[src/rtl/pgm_gfx_ddr_bridge_if.sv]
// Sprite-engine read port and DDR3 Avalon read channel seen by the gfx bridge.
// The bridge uses the slave modport; engine/DDR3 side models use master.
interface pgm_gfx_ddr_bridge_if;
  logic        req_rd;
  logic [28:0] req_addr;
  logic        req_busy;
  logic [63:0] req_dout;
  logic        req_dout_ready;
  logic        flush;
  logic        mem_rd;
  logic [28:0] mem_addr;
  logic [7:0]  mem_burstcnt;
  logic        mem_busy;
  logic [63:0] mem_dout;
  logic        mem_dout_ready;

  modport slave (
    input  req_rd, req_addr, flush, mem_busy, mem_dout, mem_dout_ready,
    output req_busy, req_dout, req_dout_ready, mem_rd, mem_addr, mem_burstcnt
  );

  modport master (
    output req_rd, req_addr, flush, mem_busy, mem_dout, mem_dout_ready,
    input  req_busy, req_dout, req_dout_ready, mem_rd, mem_addr, mem_burstcnt
  );
endinterface

[src/rtl/pgm_gfx_ddr_bridge.sv]
// Graphics-ROM read bridge: turns single-word engine reads into aligned DDR3
// bursts and serves repeat reads from a one-line burst cache.
module pgm_gfx_ddr_bridge #(
  parameter int          BURST_LEN = 4,
  parameter logic [28:0] BASE_ADDR = 29'h0
) (
  input  logic                   clk,
  input  logic                   reset,
  pgm_gfx_ddr_bridge_if.slave    bus,
  output logic [15:0]            hit_cnt,
  output logic [15:0]            miss_cnt
);
  localparam int LW = $clog2(BURST_LEN);
  localparam int TW = 29 - LW;

  typedef enum logic [1:0] {IDLE, ISSUE, FILL, RESP} state_t;

  state_t          state_reg, state_next;
  logic            valid_reg;
  logic [TW-1:0]   tag_reg;
  logic [TW-1:0]   fill_tag_reg;
  logic [LW-1:0]   idx_reg;
  logic [LW-1:0]   beat_reg;
  logic            flush_pending_reg;
  logic [28:0]     mem_addr_reg;
  logic [63:0]     req_dout_reg;
  logic [15:0]     hit_cnt_reg;
  logic [15:0]     miss_cnt_reg;
  logic [63:0]     line_mem [BURST_LEN];

  logic [TW-1:0]   req_tag;
  logic [LW-1:0]   req_idx;
  logic            hit;
  logic            last_beat;

  assign req_tag   = bus.req_addr[28:LW];
  assign req_idx   = bus.req_addr[LW-1:0];
  // A flush in the same cycle as a request forces the request down the miss path.
  assign hit       = valid_reg && (req_tag == tag_reg) && !bus.flush;
  assign last_beat = bus.mem_dout_ready && (beat_reg == LW'(BURST_LEN - 1));

  always_ff @(posedge clk or negedge reset) begin
    if (!reset) state_reg <= IDLE;
    else        state_reg <= state_next;
  end

  always_comb begin
    state_next = state_reg;
    unique case (state_reg)
      IDLE:    if (bus.req_rd) state_next = hit ? RESP : ISSUE;
      ISSUE:   if (!bus.mem_busy) state_next = FILL;
      FILL:    if (last_beat) state_next = RESP;
      RESP:    state_next = IDLE;
      default: state_next = IDLE;
    endcase
  end

  always_comb begin
    bus.req_busy       = (state_reg != IDLE);
    bus.req_dout_ready = (state_reg == RESP);
    bus.mem_rd         = (state_reg == ISSUE);
  end

  assign bus.mem_burstcnt = 8'(BURST_LEN);
  assign bus.mem_addr     = mem_addr_reg;
  assign bus.req_dout     = req_dout_reg;
  assign hit_cnt          = hit_cnt_reg;
  assign miss_cnt         = miss_cnt_reg;

  // Line storage has no reset; valid_reg alone decides whether it may be used.
  always_ff @(posedge clk) begin
    if (state_reg == FILL && bus.mem_dout_ready) line_mem[beat_reg] <= bus.mem_dout;
  end

  always_ff @(posedge clk or negedge reset) begin
    if (!reset) begin
      valid_reg         <= 1'b0;
      tag_reg           <= '0;
      fill_tag_reg      <= '0;
      idx_reg           <= '0;
      beat_reg          <= '0;
      flush_pending_reg <= 1'b0;
      mem_addr_reg      <= '0;
      req_dout_reg      <= '0;
      hit_cnt_reg       <= '0;
      miss_cnt_reg      <= '0;
    end else begin
      unique case (state_reg)
        IDLE: begin
          if (bus.flush) valid_reg <= 1'b0;
          if (bus.req_rd) begin
            if (hit) begin
              req_dout_reg <= line_mem[req_idx];
              hit_cnt_reg  <= hit_cnt_reg + 16'd1;
            end else begin
              // The line is about to be overwritten, so drop it now.
              valid_reg         <= 1'b0;
              fill_tag_reg      <= req_tag;
              idx_reg           <= req_idx;
              mem_addr_reg      <= BASE_ADDR + {req_tag, {LW{1'b0}}};
              flush_pending_reg <= 1'b0;
            end
          end
        end
        ISSUE: begin
          if (bus.flush) flush_pending_reg <= 1'b1;
          if (!bus.mem_busy) begin
            miss_cnt_reg <= miss_cnt_reg + 16'd1;
            beat_reg     <= '0;
          end
        end
        FILL: begin
          if (bus.flush) flush_pending_reg <= 1'b1;
          if (bus.mem_dout_ready) begin
            beat_reg <= beat_reg + LW'(1);
            if (beat_reg == idx_reg) req_dout_reg <= bus.mem_dout;
            if (last_beat) begin
              tag_reg           <= fill_tag_reg;
              valid_reg         <= !(flush_pending_reg || bus.flush);
              flush_pending_reg <= 1'b0;
            end
          end
        end
        default: ;
      endcase
    end
  end
endmodule

[src/flat_wrapper.sv]
// flat-port wrapper written by rule: the top's interface ports become plain ports
module pgm_gfx_ddr_bridge_flat 
#(
  parameter int          BURST_LEN = 4,
  parameter logic [28:0] BASE_ADDR = 29'h0
)
  (clk, reset, hit_cnt, miss_cnt, bus_req_rd, bus_req_addr, bus_flush, bus_mem_busy, bus_mem_dout, bus_mem_dout_ready, bus_req_busy, bus_req_dout, bus_req_dout_ready, bus_mem_rd, bus_mem_addr, bus_mem_burstcnt);
  pgm_gfx_ddr_bridge_if bus_i ();
  input  logic clk;
  input  logic reset;
  output logic [15:0] hit_cnt;
  output logic [15:0] miss_cnt;
  input wire logic [$bits(bus_i.req_rd)-1:0] bus_req_rd;
  input wire logic [$bits(bus_i.req_addr)-1:0] bus_req_addr;
  input wire logic [$bits(bus_i.flush)-1:0] bus_flush;
  input wire logic [$bits(bus_i.mem_busy)-1:0] bus_mem_busy;
  input wire logic [$bits(bus_i.mem_dout)-1:0] bus_mem_dout;
  input wire logic [$bits(bus_i.mem_dout_ready)-1:0] bus_mem_dout_ready;
  output wire logic [$bits(bus_i.req_busy)-1:0] bus_req_busy;
  output wire logic [$bits(bus_i.req_dout)-1:0] bus_req_dout;
  output wire logic [$bits(bus_i.req_dout_ready)-1:0] bus_req_dout_ready;
  output wire logic [$bits(bus_i.mem_rd)-1:0] bus_mem_rd;
  output wire logic [$bits(bus_i.mem_addr)-1:0] bus_mem_addr;
  output wire logic [$bits(bus_i.mem_burstcnt)-1:0] bus_mem_burstcnt;
  assign bus_i.req_rd = bus_req_rd;
  assign bus_i.req_addr = bus_req_addr;
  assign bus_i.flush = bus_flush;
  assign bus_i.mem_busy = bus_mem_busy;
  assign bus_i.mem_dout = bus_mem_dout;
  assign bus_i.mem_dout_ready = bus_mem_dout_ready;
  assign bus_req_busy = bus_i.req_busy;
  assign bus_req_dout = bus_i.req_dout;
  assign bus_req_dout_ready = bus_i.req_dout_ready;
  assign bus_mem_rd = bus_i.mem_rd;
  assign bus_mem_addr = bus_i.mem_addr;
  assign bus_mem_burstcnt = bus_i.mem_burstcnt;
  pgm_gfx_ddr_bridge #(.BURST_LEN(BURST_LEN), .BASE_ADDR(BASE_ADDR)) u_core (.clk(clk), .reset(reset), .bus(bus_i), .hit_cnt(hit_cnt), .miss_cnt(miss_cnt));
endmodule
[config.mk]
export PLATFORM = sky130hd
export DESIGN_NAME = pgm_gfx_ddr_bridge_flat
export DESIGN_NICKNAME = d
export VERILOG_FILES = /design/src/rtl/pgm_gfx_ddr_bridge_if.sv /design/src/rtl/pgm_gfx_ddr_bridge.sv /design/src/flat_wrapper.sv
export SDC_FILE = /design/constraint.sdc
export NUM_CORES = 1
export LEC_CHECK = 0
export ABC_AREA = 1
export CORE_UTILIZATION = 27
export CTS_CLUSTER_SIZE = 24
export DETAILED_ROUTE_END_ITERATION = 8
export GPL_ROUTABILITY_DRIVEN = 0
export PLACE_DENSITY_LB_ADDON = 0.2
export SLEW_MARGIN = 40
export SYNTH_ARGS = -nofsm -noshare
export SYNTH_HDL_FRONTEND = slang
export SYNTH_SLANG_ARGS = --single-unit
[constraint.sdc]
create_clock -name clk -period 5.6 [get_ports clk]
set_input_delay 1.12 -clock clk [delete_from_list [all_inputs] [get_ports clk]]
set_output_delay 1.12 -clock clk [all_outputs]
set_load 0.01 [all_outputs]
==> results of run 1 <==
## final cells by class
class	count	area, sq um	area share
Tap cell	855	1070	0.0471
Inverter	95	362	0.0159
Multi-Input combinational cell	1159	5490	0.241
Timing Repair Buffer	245	2480	0.109
Sequential cell	414	11600	0.512
Clock inverter	13	214	0.00941
Clock buffer	79	1480	0.0651
## cell families after synthesis
family                     Yosys count
adders and majority gates           10
xor gates and xnor gates            29
DFF                                414
other                                2
AOI/OAI and AO/OA                  230
and+or+nand+nor                    879
muxes                                1
buffers and inverters              195
## routing by layer
layer / up-vias / part of all wire / GRT usage
met3: 76 / 0.062 / 0.0414
met4: 12 / 0.018 / 0.0333
li1: 6343 / - / -
met5: - / 0.0015 / 0
met2: 281 / 0.46 / 0.248
met1: 6374 / 0.46 / 0.199
## worst max-delay path, delay by kind of cell, from the launching register on
kind                     cells  cell delay (ns)
adder cells (fa/ha/maj)      1             0.56
flip-flops                   1             0.42
buffers and inverters        3             1.00
## where the power goes
| group | internal (mW) | switching (mW) |
|---|---|---|
| combinational | 1.26 | 1.93 |
| sequential | 3.87 | 0.353 |
| clock | 2.04 | 1.30 |
| total | 7.17 | 3.58 |
## metrics by stage
step,power (mW),std cells
detailed placement,7.55,2767
CTS,11.0,2859
global placement,7.50,2767
global route,11.5,2860
floorplan,6.00,1768
finish,10.8,2860
## placed cells by master, fill, tap and decap left out, types with 3 or more instances in the layout
cell type / instances
a21oi_1: 67
a32o_1: 64
buf_12: 6
buf_4: 14
buf_6: 4
bufinv_16: 5
clkbuf_1: 17
clkbuf_16: 50
clkbuf_8: 12
clkdlybuf4s50_1: 221
clkinv_1: 4
clkinv_2: 4
conb_1: 10
dfrtp_1: 158
edfxtp_1: 256
ha_1: 9
inv_1: 88
inv_2: 4
nand2_1: 694
nand3_1: 79
nand3b_1: 3
nand4_1: 24
nor2_1: 58
nor2_4: 6
nor3_1: 9
o21ai_0: 96
xnor2_1: 15
xor2_1: 14
## worst max-delay path by stage
stage / to / slack, ns / cells past startpoint
2_1_floorplan: u_core.line_mem[0][0] / 1.18 / 6
3_3_place_gp: u_core.bus.req_dout[37] / 1.82 / 12
3_5_place_dp: u_core.bus.req_dout[53] / 1.78 / 10
4_1_cts: bus_req_busy / 1.82 / 4
5_1_grt: bus_req_busy / 1.76 / 4
6_report: bus_req_busy / 1.91 / 4
==> summary.md, run 1 <==
| Metric | Value |
|---|---|
| Hold_buf cts | 0 |
| Most used cell, CP | inv_1 |
| Period minus WS final | about 3.7 ns |
| Final Max Tran Viols | 0 |
| Worst-skew pair later-pin latency | 0.59 ns |
| Worst setup margin | about 1.9 ns |
| Io pins | 235 |
| Num rows | between 90 and 100 |
| Syn Inst Count | ~1800 |
| Synth Area per Inst | 10.2 sq um |
| H-tree Lvls | 2 |
| Post-synthesis mux area share | 0.000630 |
| Max-Slew Margin vs Limit | 0.475 |
| Seq/Total Area, Yosys | 0.651 |
| Netlist cell types | 31 |
| Area grow syn2layout | 27.1% |
| Slowest-stage cell, CP | ha_1 |
| Critical path's largest stage delay | around 0.56 ns |
| Area leader, netlist | edfxtp_1 |
| Die Width | ~260 um |
| Vias/cell | 4.58 |
| Synth cell count leaders | 694 x nand2_1, 256 x edfxtp_1, 158 x dfrtp_1 |
| Adder-cell share of the synthesized area | 0.00700 |
| Vias | between 10000 and 15000 |
| Setup crit end kind | primary output |
| Hold Startpoint | u_core.bus.req_dout[3] |
| Setup tns final | 0 ns |
| RR Startpoint | u_core.state_reg[0] |
| Core area | roughly 0.065 sq mm |
| Pwr Density | ~470 mW/mm^2 |
| Area share of the largest cell type after synthesis | 0.430 |
| # setup viols final | 0 |
| Total wire length | 50700 um |
| # DRC | 0 |
| Total track usage | 0.152 |
| Critical Path Start | u_core.state_reg[0] |
| Count leader, synth | nand2_1 |
| CTS clk-pin slew, worst paths | approximately 0.060 ns |
| First-pass GRT wire length | 79000 um |
| Startpoint Class | flip-flop |
| Post-Synth XOR/XNOR Area | 0.0142 |
| Fraction of the mapped netlist area in simple logic gates | 0.197 |
| Root buffer cell | clkbuf_16 |
| CTS Sinks | between 400 and 500 |
| Number of flip-flops in the largest register | approximately 260 |
| Final hold slack | roughly 0.47 ns |
| VDD IR max | between 200 and 300 uV |
| Post-Layout Inst Area | between 0.02 and 0.025 sq mm |
| Port buffer count | roughly 220 |
| Ant diodes | 0 |
| Leakage | about 9.1 nW |
| CTS max path bufs | 3 |
| Area contributors post-synth | edfxtp_1 43%, dfrtp_1 22%, nand2_1 15% |
| ANT nets after route | 0 |
| Post-cts sizing count | 0 |
| Post-synthesis async set-or-reset flop share | 0.382 |
| Clk_skew | roughly 0.016 ns |
| Nets | just over 2000 |
| Status | completed |
| TritonCTS clock tree | built |
| Slew @ Worst Pin | between 0.7 and 0.8 ns |
| Largest family of logic cells by synthesized area | simple AND/OR/NAND/NOR gates |
| Worst hold endpoint | u_core.bus.req_dout[3] |
| Reg2Reg Depth | 5 |
| Initial antenna violation count | 6 |
| Wire per inst | roughly 18 um |
| Final Util | 0.350 |
| Post-synth EDFFs | roughly 260 |
| DPL Wire Length | 29900 um |
| DR pass1 iterations | 5 |
| WP data required | about 4.5 ns |
| Mapped Area | 0.0179 sq mm |
| DR iter-0 viols | ~730 |
| Starting Density | 0.275 |
| RSZ-0062 raised after global routing | false |
| Post-CTS setup repair buffer count | 0 |
| Ys flop type | edfxtp_1 |
| Die H | 259 um |
| Die area | 0.0673 sq mm |
| Hold Vio Cnt, Final | 0 |
| Grt total ovfl | 0 |
| Yosys warning count | 0 |
| CTS Buf Count | 49 |
| Max_cap viols | 0 |
| CP arrival | ~2.6 ns |
| Share of layout cells above drive strength 1 | 0.0579 |
| Seq cells post-synth | 414 |
| Reg-to-Reg End | u_core.line_mem[1][33] |
| HP Class | flip-flop to flip-flop |
| Crit Path Class | flip-flop to primary output |
| Fillcell total | 6534 |
| Pre-CTS setup slack | 1.78 ns |
| Post-synthesis compound-gate area fraction | 0.0828 |
| Final worst path period share | 0.659 |
| Hold depth | 2 |
| Flop-to-flop setup slack | ~2.6 ns |
| Post-DP Area | ~0.021 sq mm |
| Maximum operating frequency | approximately 270 MHz |
| Worst-path cell chain | inv_1 > ha_1 > inv_1 > clkdlybuf4s50_1 |
| Crit-path max FO | 12 |
| Vias in the first global route | roughly 13000 |
| Largest net degree at the start of global routing | a little over 100 |
No activity file was read; power rests on OpenSTA's default activity.
==> inputs of run 2 (changes only) <==
==> constraint.sdc (replaced) <==
create_clock -name clk -period 3.3 [get_ports clk]
set_input_delay 0.66 -clock clk [delete_from_list [all_inputs] [get_ports clk]]
set_output_delay 0.66 -clock clk [all_outputs]
set_load 0.01 [all_outputs]
==> summary.md, run 2 (same netlist as run 1, synthesis figures left out) <==
| Metric | Value |
|---|---|
| Crit-path max FO | 7 (was 12) |
| Fillcell total | 6492 (was 6534) |
| Max-Slew Margin vs Limit | 0.482 (was 0.475) |
| RSZ-0062 raised after global routing | false (unchanged) |
| Die H | 259 um (unchanged) |
| Starting Density | 0.275 (unchanged) |
| Hold Vio Cnt, Final | 0 (unchanged) |
| Max_cap viols | 0 (unchanged) |
| Crit Path Class | flip-flop to primary output (unchanged) |
| Post-Layout Inst Area | 0.0228 sq mm (was 0.0227 sq mm) |
| Final Util | 0.351 (was 0.350) |
| Reg-to-Reg End | u_core.miss_cnt[15] (was u_core.line_mem[1][33]) |
| Slew @ Worst Pin | 0.777 ns (was 0.785 ns) |
| Post-CTS setup repair buffer count | 0 (unchanged) |
| Largest net degree at the start of global routing | 129 (was 101) |
| DR iter-0 viols | 870 (was 732) |
| Clock power frac | 0.286 (was 0.310) |
| # setup viols final | 0 (unchanged) |
| Status | completed (unchanged) |
| Pre-CTS setup slack | 0.242 ns (was 1.78 ns) |
| TritonCTS clock tree | built (unchanged) |
| Core area | 0.0649 sq mm (unchanged) |
| H-tree Lvls | 2 (unchanged) |
| Post-DP Area | 0.0213 sq mm (was 0.0210 sq mm) |
| RR Startpoint | u_core.state_reg[1] (was u_core.state_reg[0]) |
| Net Sw Frac | 0.338 (was 0.333) |
| WP data required | 2.64 ns (was 4.48 ns) |
| Worst-skew pair later-pin latency | 0.59 ns (about the same) |
| Initial antenna violation count | 3 (was 6) |
| CTS clk-pin slew, worst paths | 0.06 ns (about the same) |
| Total track usage | 0.149 (was 0.152) |
| CTS Buf Count | 48 (was 49) |
| Hold Startpoint | u_core.bus.req_dout[38] (was u_core.bus.req_dout[3]) |
| Root buffer cell | clkbuf_16 (unchanged) |
| Num rows | 93 (unchanged) |
| Total wire length | 49900 um (was 50700 um) |
| CTS Sinks | 414 (unchanged) |
| Vias/cell | 4.55 (was 4.58) |
| Most common cell after layout, fill and taps aside | nand2_1 (unchanged) |
| ANT nets after route | 0 (unchanged) |
| Power consumption | 17.9 mW (was 10.8 mW) |
| Vias | 13000 (was 13100) |
| Nets | 2083 (was 2073) |
| Reg2Reg Depth | 11 (was 5) |
| CP arrival | 2.27 ns (was 2.57 ns) |
| Port buffer count | 224 (unchanged) |
| Maximum operating frequency | roughly 340 MHz |
| Die area | 0.0673 sq mm (unchanged) |
| DPL Wire Length | 30200 um (was 29900 um) |
| Startpoint Class | flip-flop (unchanged) |
| Cell Int Power | 11.9 mW (was 7.17 mW) |
| Ant diodes | 0 (unchanged) |
| Combinational power share | 0.315 (was 0.297) |
| Number of flip-flops in the largest register | 256 (unchanged) |
| Period minus WS final | 2.93 ns |
| DR pass1 iterations | 5 (unchanged) |
| Flop-to-flop setup slack | 0.90 ns (was 2.64 ns) |
| Hold depth | 2 (unchanged) |
| Commonest non-fill, non-tap cells in the layout | 694 x nand2_1, 256 x edfxtp_1, 221 x clkdlybuf4s50_1 (unchanged) |
| HP Class | flip-flop to flip-flop (unchanged) |
| First-pass GRT wire length | 78100 um (was 79000 um) |
| Pwr Density | 787 mW/mm^2 (was 473 mW/mm^2) |
| VDD IR max | 683 uV (was 252 uV) |
| Grt total ovfl | 0 (unchanged) |
| Final worst path period share | 0.887 |
| Setup crit end kind | primary output (unchanged) |
| Worst setup margin | 0.373 ns (was 1.91 ns) |
| Critical Path Start | u_core.state_reg[0] (unchanged) |
| Leakage | 9.16 nW (was 9.12 nW) |
| Switching power | 6.06 mW (was 3.58 mW) |
| Clk_skew | 0.0168 ns (was 0.0158 ns) |
| # DRC | 0 (unchanged) |
| Wire per inst | 17.4 um (was 17.7 um) |
| Reg power frac | 0.399 (was 0.393) |
| CTS max path bufs | 3 (unchanged) |
| Worst hold endpoint | u_core.bus.req_dout[38] (was u_core.bus.req_dout[3]) |
| Die Width | 259 um (unchanged) |
| Io pins | 235 (unchanged) |
| Final Max Tran Viols | 0 (unchanged) |
| Area grow syn2layout | 27.5% (was 27.1%) |
| Share of layout cells above drive strength 1 | 0.0606 (was 0.0579) |
| Vias in the first global route | 13200 (about the same) |
-- run 2: area by class of cell --
cell class / instances / area [sq um] / share of cell area
repair buffers: 256 / 2720 / 0.119
clock buffers: 70 / 1390 / 0.0607
inverters: 95 / 359 / 0.0157
flip-flops and latches: 414 / 11600 / 0.510
multi-input cells: 1159 / 5490 / 0.241
well taps: 855 / 1070 / 0.0469
clock inverters: 20 / 146 / 0.00642
-- run 2: worst max path at each step --
stage,to,cells after the start,slack [ns]
5_1_grt,bus_req_busy,4,0.25
6_report,bus_req_busy,4,0.37
3_5_place_dp,u_core.bus.req_dout[14],11,0.24
3_3_place_gp,u_core.bus.req_dout[20],11,0.25
2_1_floorplan,u_core.line_mem[0][0],6,-0.09
4_1_cts,bus_req_busy,4,0.33
-- run 2: critical path, cell delays in order (launching register included) --
cell	delay (ns)
dfrtp_1	0.42
inv_1	0.14
ha_1	0.37
inv_1	0.18
clkdlybuf4s50_1	0.57
-- run 2: what timing repair did --
action | CTS | global route
hold buffers | 1 | 0
endpoints found under the hold margin | 8 | 0
gates resized for setup | 0 | 0
-- run 2: per-layer routing --
metal | vias to the layer above | share of wire | wire length, um | track usage
li1 | 6358 | - | - | -
met4 | 6 | 0.020 | 989 | 0.0423
met1 | 6347 | 0.46 | 23100 | 0.200
met5 | - | 0.00090 | 45 | 0
met3 | 65 | 0.051 | 2540 | 0.0329
met2 | 264 | 0.47 | 23200 | 0.242
-- run 2: power groups by stage --
stage / clock [mW] / sequential, mW / combinational [mW]
after floorplan: 0 / 7.38 / 2.79
after global placement: 0 / 7.26 / 5.72
after detailed placement: 0 / 7.26 / 5.76
after CTS: 5.34 / 7.17 / 5.79
after global routing: 5.52 / 7.28 / 6.34
final: 5.14 / 7.15 / 5.65
-- run 2: per-stage QoR --
step	setup TNS (ns)	std cells	hold slack (ns)
after detailed placement	0	2778	0.459
after floorplan	-17.58	1768	0.364
after global routing	0	2869	0.502
after global placement	0	2778	0.457
after CTS	0	2869	0.474
final	0	2869	0.467
